===== src/rtl/mmult_seq_ctrl.sv =====
// Sequencer for one 3x3 8-bit mmult instance: fetches A and B from a byte memory,
// clears and steps the multiplier, then streams the nine C elements over valid/ready.
module mmult_seq_ctrl #(
  parameter int ADDR_W     = 11,
  parameter int A_BASE     = 0,
  parameter int B_BASE     = 9,
  parameter int MM_TIMEOUT = 15
) (
  input  logic              clk,
  input  logic              reset_n,
  input  logic              start,
  output logic              busy,
  output logic              done,
  output logic              err,
  output logic              mem_rd,
  output logic [ADDR_W-1:0] mem_addr,
  input  logic [7:0]        mem_rdata,
  output logic              mm_rst_n,
  output logic              mm_enable,
  output logic [0:71]       mm_A,
  output logic [0:71]       mm_B,
  input  logic              mm_valid,
  input  logic [0:152]      mm_C,
  output logic              c_valid,
  input  logic              c_ready,
  output logic [16:0]       c_data,
  output logic [3:0]        c_idx
);

  localparam int TW = (MM_TIMEOUT < 2) ? 1 : $clog2(MM_TIMEOUT + 1);

  typedef enum logic [2:0] {
    S_IDLE,
    S_FETCH,
    S_CLR,
    S_RUN,
    S_WAIT,
    S_SEND,
    S_FIN
  } state_t;

  state_t            state_q;
  logic [4:0]        k_q;
  logic [1:0]        run_q;
  logic [TW-1:0]     tmr_q;
  logic              busy_q;
  logic              done_q;
  logic              err_q;
  logic              mem_rd_q;
  logic [ADDR_W-1:0] mem_addr_q;
  logic              mm_rst_n_q;
  logic              mm_enable_q;
  logic [0:71]       mm_a_q;
  logic [0:71]       mm_b_q;
  logic              c_valid_q;
  logic [16:0]       c_data_q;
  logic [3:0]        c_idx_q;
  logic [16:0]       c_buf_q [9];
  logic [16:0]       mm_c_elem [9];

  logic [4:0]        k_d;
  logic [4:0]        cap_idx;
  logic [ADDR_W-1:0] addr_d;
  logic [3:0]        idx_d;

  genvar gi;
  generate
    for (gi = 0; gi < 9; gi++) begin : g_c_unpack
      assign mm_c_elem[gi] = mm_C[gi*17 +: 17];
    end
  endgenerate

  // k_q counts issued reads; the byte arriving now belongs to the previous issue.
  assign k_d     = k_q + 5'd1;
  assign cap_idx = k_q - 5'd1;
  assign idx_d   = c_idx_q + 4'd1;

  always_comb begin
    addr_d = '0;
    if (k_d < 5'd9) begin
      addr_d = ADDR_W'(A_BASE) + ADDR_W'(k_d);
    end else if (k_d < 5'd18) begin
      addr_d = ADDR_W'(B_BASE) + ADDR_W'(k_d - 5'd9);
    end
  end

  always_ff @(posedge clk or negedge reset_n) begin
    if (!reset_n) begin
      state_q     <= S_IDLE;
      k_q         <= '0;
      run_q       <= '0;
      tmr_q       <= '0;
      busy_q      <= 1'b0;
      done_q      <= 1'b0;
      err_q       <= 1'b0;
      mem_rd_q    <= 1'b0;
      mem_addr_q  <= '0;
      mm_rst_n_q  <= 1'b1;
      mm_enable_q <= 1'b0;
      mm_a_q      <= '0;
      mm_b_q      <= '0;
      c_valid_q   <= 1'b0;
      c_data_q    <= '0;
      c_idx_q     <= '0;
    end else begin
      case (state_q)
        S_IDLE: begin
          if (start) begin
            state_q    <= S_FETCH;
            busy_q     <= 1'b1;
            err_q      <= 1'b0;
            k_q        <= '0;
            mem_rd_q   <= 1'b1;
            mem_addr_q <= ADDR_W'(A_BASE);
          end
        end
        S_FETCH: begin
          if (k_q != 5'd0) begin
            if (cap_idx < 5'd9) begin
              mm_a_q[8*int'(cap_idx) +: 8] <= mem_rdata;
            end else begin
              mm_b_q[8*(int'(cap_idx) - 9) +: 8] <= mem_rdata;
            end
          end
          if (k_q == 5'd18) begin
            state_q    <= S_CLR;
            mm_rst_n_q <= 1'b0;
          end else begin
            k_q        <= k_d;
            mem_rd_q   <= (k_d < 5'd18);
            mem_addr_q <= addr_d;
          end
        end
        S_CLR: begin
          state_q     <= S_RUN;
          mm_rst_n_q  <= 1'b1;
          mm_enable_q <= 1'b1;
          run_q       <= '0;
          tmr_q       <= '0;
        end
        S_RUN: begin
          tmr_q <= tmr_q + TW'(1);
          run_q <= run_q + 2'd1;
          if (run_q == 2'd2) begin
            mm_enable_q <= 1'b0;
            state_q     <= S_WAIT;
          end
        end
        S_WAIT: begin
          // Valid wins over a simultaneous timeout; MM_TIMEOUT is assumed >= 4.
          if (mm_valid) begin
            state_q   <= S_SEND;
            c_valid_q <= 1'b1;
            c_data_q  <= mm_c_elem[0];
            c_idx_q   <= '0;
          end else if (tmr_q == TW'(MM_TIMEOUT - 1)) begin
            state_q <= S_FIN;
            err_q   <= 1'b1;
            done_q  <= 1'b1;
          end else begin
            tmr_q <= tmr_q + TW'(1);
          end
        end
        S_SEND: begin
          if (c_ready) begin
            if (c_idx_q == 4'd8) begin
              c_valid_q <= 1'b0;
              done_q    <= 1'b1;
              state_q   <= S_FIN;
            end else begin
              c_idx_q  <= idx_d;
              c_data_q <= c_buf_q[idx_d];
            end
          end
        end
        S_FIN: begin
          done_q  <= 1'b0;
          busy_q  <= 1'b0;
          state_q <= S_IDLE;
        end
        default: begin
          state_q <= S_IDLE;
        end
      endcase
    end
  end

  // Snapshot of C taken once, so mmult may be cleared or rerun while elements drain.
  always_ff @(posedge clk) begin
    if (state_q == S_WAIT && mm_valid) begin
      for (int i = 0; i < 9; i++) begin
        c_buf_q[i] <= mm_c_elem[i];
      end
    end
  end

  assign busy      = busy_q;
  assign done      = done_q;
  assign err       = err_q;
  assign mem_rd    = mem_rd_q;
  assign mem_addr  = mem_addr_q;
  assign mm_rst_n  = reset_n & mm_rst_n_q;
  assign mm_enable = mm_enable_q;
  assign mm_A      = mm_a_q;
  assign mm_B      = mm_b_q;
  assign c_valid   = c_valid_q;
  assign c_data    = c_data_q;
  assign c_idx     = c_idx_q;

endmodule


===== config.mk =====
export PLATFORM = sky130hd
export DESIGN_NAME = mmult_seq_ctrl
export DESIGN_NICKNAME = d
export VERILOG_FILES = /design/src/rtl/mmult_seq_ctrl.sv
export SDC_FILE = /design/constraint.sdc
export NUM_CORES = 1
export LEC_CHECK = 0
export CORE_MARGIN = 1.5
export CORE_UTILIZATION = 30
export CTS_BUF_LIST = sky130_fd_sc_hd__clkbuf_16
export DETAILED_ROUTE_END_ITERATION = 10
export SLEW_MARGIN = 5
export SYNTH_ARGS = -nofsm -noshare
export SYNTH_HDL_FRONTEND = slang
export SYNTH_SLANG_ARGS = --single-unit

===== constraint.sdc =====
create_clock -name clk -period 6.51 [get_ports clk]
set_clock_uncertainty 0.2 [all_clocks]
set_input_delay 0.651 -clock clk [delete_from_list [all_inputs] [get_ports clk]]
set_output_delay 0.651 -clock clk [all_outputs]
set_load 0.05 [all_outputs]

### After elaboration in Yosys (flattened, before gate mapping)

Memory sizes are Yosys's and may differ from the RTL's.
Cells that the tools add are included.

| operators by class | value |
|---|---|
| shift operators | 4 |
| eq/ne operators | 22 |
| reductions and logical operators | 23 |
| mux-type cells | 51 |
| bitwise operators | 4 |
| order comparisons | 3 |
| $add $sub $neg | 10 |

Operators with widths:

| cell | count |
|---|---|
| 73-bit by 33-bit variable shift with 72-bit output (first input constant) | 2 |
| 73-bit by 33-bit indexed part select with 72-bit output | 2 |
| 72-bit bitwise mux | 2 |
| 32-bit negator with 33-bit output | 2 |
| 17-bit 2-to-1 mux | 3 |
| 11-bit 2-to-1 mux | 4 |
| 17-bit one-hot mux with 2 select lines | 1 |
| 32-bit inverter | 1 |
| 8-bit inverter with 32-bit output | 1 |
| 2-bit inequality test (second input constant) | 11 |
| 11-bit one-hot mux with 2 select lines | 1 |
| 3-bit 2-to-1 mux | 7 |
| 4-bit 2-to-1 mux | 5 |
| 3-bit one-hot mux with 6 select lines | 1 |
| 1-bit 2-to-1 mux | 14 |
| 1-bit one-hot mux with 2 select lines | 6 |
| 4-bit one-hot mux with 3 select lines | 1 |
| 3-bit AND reduction | 4 |
| 4-bit AND reduction | 3 |
| 2-bit nonzero test | 6 |
| 5-bit by 4-bit subtractor with 6-bit output (second input constant) | 2 |
| 5-bit by 4-bit less-than comparator with 1-bit output (second input constant) | 2 |
| 5-bit 2-to-1 mux | 2 |
| 5-bit one-hot mux with 2 select lines | 1 |
| other kinds (25) | 33 |

| word-level totals | value |
|---|---|
| RAM bits | 153 |
| memories kept | 1 |
| output and inout bits | 183 |
| input port bits | 166 |
| bits in registers | 197 |

Memory list:

| memory | depth | width | rd ports | clocked after memory_dff | write ports | line | RTL |
|---|---|---|---|---|---|---|---|
| c_buf_q | 9 | 17 | 1 | 0 | 9 | 58 | `logic [16:0] c_buf_q [9];` |

### Logic depth before layout (Yosys ltp)

| logic depth | value |
|---|---|
| word-level depth | 7 |
| mapped depth | 11 |

### Worst setup path before layout

OpenSTA, ideal clock, no wires.

| timing | value |
|---|---|
| kind | register to register |
| start point | reg state_q[1] |
| end point | reg c_data_q[12] (netlist: c_data[12]) |
| path slack | 1.250 ns |
| clock period less this slack | 5.260 ns |
| stages on the path, launching flop included | 10 |
| data arrival time | 4.941 ns |
| required time | 6.191 ns |
| path through | dfrtp_1 > clkbuf_1 > nor2_1 > nand3_1 > inv_1 > o22a_1 > and2_1 > clkbuf_1 > o221ai_1 > o21a_1 |

| on the way | value |
|---|---|
| longest elaborated chain between the ends | 3 |

Ends and longest elaborated chain:

| what | line | RTL |
|---|---|---|
| start, declared | 42 | `state_t state_q;` |
| start signal, assigned | 89 | `state_q <= S_IDLE;` |
| start signal, assigned | 109 | `state_q <= S_FETCH;` |
| start signal, assigned | 126 | `state_q <= S_CLR;` |
| 3-bit == test | 106 | `case (state_q)` |
| 2-bit inequality test (no source line) / 2-bit nonzero test (equally long branches) | - |  |
| 4-bit AND reduction (no source line) | - |  |
| end signal, assigned | 154 | `c_data_q <= mm_c_elem[0];` |
| end signal, assigned | 172 | `c_data_q <= c_buf_q[idx_d];` |
| end, declared | 56 | `logic [16:0] c_data_q;` |

Several ways; a longest one is shown, not always the timed one.
A chain may end at the register's enable or synchronous reset.

### Worst setup path in the final report

| timing | value |
|---|---|
| start point | reg k_q[1] |
| end point | reg mm_b_q (netlist bit mm_B[53]) |

| on the way | value |
|---|---|
| longest elaborated chain between the ends | 6 |

Ends and longest elaborated chain:

| what | line | RTL |
|---|---|---|
| start, declared | 43 | `logic [4:0] k_q;` |
| start signal, assigned | 129 | `k_q <= k_d;` |
| 5-bit by 1-bit subtractor with 5-bit output | 75 | `assign cap_idx = k_q - 5'd1;` |
| 5-bit by 4-bit subtractor with 6-bit output | 122 | `mm_b_q[8*(int'(cap_idx) - 9) +: 8] <= mem_rdata;` |
| 32-bit inverter (not written as such) | 122 |  |
| 32-bit negator with 33-bit output | 122 |  |
| 73-bit by 33-bit indexed part select with 72-bit output / 73-bit by 33-bit variable shift with 72-bit output (equally long branches) | 122 |  |
| 72-bit bitwise mux | 122 |  |
| end signal, assigned by index | 122 |  |
| end, declared | 54 | `logic [0:71] mm_b_q;` |

Several ways; a longest one is shown, not always the timed one.

==> flow_summary.toml <==
[routing]
vias = 9772
drt-pass1-iter-count = 4
drtIter0Drc = 611
drt-total-wl_mm = 40.6
drt-vias-per-instance = 4.60
antenna_left = 0
wl_per_cell_um = 19.1
drc_errors = 0

[place]
pre_cts_ws_ps = 2520
place.gp.congestion = 0.797
dpl-instance-area_um2 = 18900
place.port_buffers = 348
dp_hpwl_mm = 28.9

[status]
status = "finished clean"

[yosys]
yosys_warnings = 0
synth_common_cells = "192 x dfrtp_1, 153 x edfxtp_1, 115 x nand2_1"
synth.most_common_cell = "dfrtp_1"
synth_seq_cells = 346
synth_fp_nets = 1263
synth_top_area_cell = "dfrtp_1"
avgSynthCellArea_um2 = 13.6
synth_seq_area_share = 0.638
synthCells = 1084
async_flop_share = 0.558
synth.top_cell.area_share = 0.325
synth.distinct_cells = 57
synth.area.top_cells = "dfrtp_1 33%, edfxtp_1 31%, mux2i_1 6.1%"
ys.flop_type = "dfrtp_1"
synth_edf_count = 153
syn_area_um2 = 14800

[timing]
setup_violations = 0
drv_slew = 0
fmax_mhz = 250
tightest_slew_ps = 1100
worst_slack_ps = 2510
finalCritPeriodShare = 0.614
slew_headroom = 0.259
rsz0062_at_grt = "no"
finalHoldViolCount = 0
fin_hold_ws_ps = 278
setup-tns-final_ps = 0
min_period_ps = 4000

[power]
power_density_nw_per_um2 = 424
pwr-share-clk = 0.253
comb_power_share = 0.414
leakagePower_uw = 0.00810
p_int_uw = 5180
power.switching_uw = 3380
seqPwrFrac = 0.333
ir_drop_uv = 167
p_sw_frac = 0.395

[layout]
syn2layout_area_growth_pct = 36.8
fin_nets = 1609
fin_area_um2 = 20200
num_antenna_cells = 0
drive_gt1_frac = 0.132

[global_routing]
grt_max_degree = 98
grt_pass1_wl_mm = 61.6
grt_pass1_vias = 10200
track_usage = 0.160
antenna_found_initial = 3
overflow = 0

[critical_path]
crit_slowest_cell = "xor2_1"
crit_type = "reg2reg"
cp_max_fo = 13
startpoint_type = "flip-flop"
crit_arrival_ps = 4230
crit_chain = "inv_1, ha_1, xor2_1, o21bai_1, xnor2_1, nor4b_1, and3_1, mux2_2"
crit_path_end_kind = "flip-flop"
cp.required_ps = 6740
cpPeakStageDelay_ps = 620

[cts]
clk_pin_slew_worst_paths_ps = 60
clock_latency_ps = 560
cts_buffers = 41
post_cts_resize_count = 0
cts_max_level = 2
clockRootBuffer = "clkbuf_16"
clockBufferDepth = 3
cts_tree = "built"
clkSinkCount = 346
post_cts_buffers = 0

[floorplanning]
rows = 81
io-pin-count = 349
dieWidth_um = 225
fp.dieArea_um2 = 50600
coreArea_um2 = 48700
die_height_um = 225
start_util = 0.303

[run]
maxCapViolations = 0

[hold_path]
hold_class = "reg2reg"
## worst max-delay path: cells and delay by family (launching register included)
| kind | cells | cell delay [ps] |
|---|---|---|
| muxes | 1 | 390 |
| xor gates and xnor gates | 2 | 860 |
| and+or+nand+nor | 2 | 1080 |
| adders and majority gates | 1 | 450 |
| DFF | 1 | 530 |
| AOI/OAI and AO/OA | 1 | 190 |
| buffers and inverters | 1 | 190 |
## power by group through the flow
| stage | combinational [uW] | clock (uW) | sequential (uW) |
|---|---|---|---|
| after detailed placement | 3580 | 0 | 2900 |
| after floorplan | 1530 | 0 | 3750 |
| after global routing | 3800 | 2300 | 2900 |
| after global placement | 3560 | 0 | 2890 |
| after CTS | 3590 | 2230 | 2860 |
| final | 3550 | 2160 | 2860 |
## layout make-up
type | count | area, um^2
timing repair buffer | 360 | 3580
clock inverter | 32 | 208
inverter | 85 | 324
fill | 4526 | 28500
clock buffer | 42 | 1050
tap | 664 | 831
multi-input combinational | 596 | 4780
sequential | 346 | 9430
## state kept, by name, summed over array words and instances, names as in the netlist, 4 cells and up
register / count
c_buf_q: 153
mm_A: 72
mm_B: 72
c_data: 17
mem_addr: 7
k_q: 5
c_idx: 4
tmr_q: 4
## per-layer routing
layer  global-route usage  vias to the layer above  wire, um
li1                     -                     4560         -
met3               0.0528                       66      3370
met1                0.198                     4821     16800
met2                0.264                      321     19500
met5                    0                        -        25
met4               0.0483                        4       897
## final timing paths
check | slack, ps | end | depth (start not counted) | from
worst max-delay path | 2510 | mm_B[53] | 8 | k_q[1]
worst min-delay path | 280 | mm_enable | 1 | mm_enable
worst max register to register | 2510 | mm_B[53] | 8 | k_q[1]
worst min register to register | 280 | mm_enable | 1 | mm_enable
max in group asynchronous | 4140 | mm_B[26] | 3 | reset_n
min in group asynchronous | 510 | mm_A[3] | 2 | reset_n
## cells by family (layout without fill, tap and decap cells)
group	count (synthesis)	after routing	share of synthesized area
AO/OA/AOI/OAI	117	117	0.0540
XOR/XNOR	15	15	0.00890
adder cells (fa/ha/maj)	13	13	0.0110
buffers and inverters	142	519	0.0382
flip-flops	346	346	0.638
multiplexers	198	198	0.169
AND/OR/NAND/NOR	253	253	0.0802
## through the flow
stage,cells,power [uW],util
after CTS,2125,8680,0.414
final,2125,8570,0.414
after floorplan,1084,5280,-
after global routing,2125,9000,0.414
after detailed placement,2050,6480,0.388
after global placement,2050,6450,0.388
## layout by cell type, fill, tap and decap left out, types with 5 or more instances in the layout
cell type / Yosys / final
a21oi_1: 30 / 30
o21a_1: 17 / 17
clkbuf_16: 0 / 42
nand3_1: 26 / 26
inv_1: 84 / 95
nor3b_1: 5 / 5
ha_1: 13 / 13
nor2_1: 53 / 53
edfxtp_1: 153 / 153
mux4_2: 34 / 34
xor2_1: 6 / 5
nor3_1: 6 / 6
nor2b_1: 5 / 5
clkdlybuf4s50_1: 0 / 347
mux2_2: 74 / 74
nand2b_1: 6 / 6
o221ai_1: 17 / 17
nand2_1: 115 / 115
and2_1: 13 / 13
xnor2_1: 9 / 9
clkinv_1: 1 / 7
o21ai_0: 23 / 23
clkinv_2: 0 / 8
dfrtp_1: 192 / 191
mux2i_1: 90 / 90
buf_4: 7 / 11
## repair_timing
action | 4_1_cts | 5_1_grt
endpoints found under the setup margin | 0 | 0
hold buffers | 1 | 0
hold endpoints to repair | 77 | 0
(Power assumes the default switching activity.)
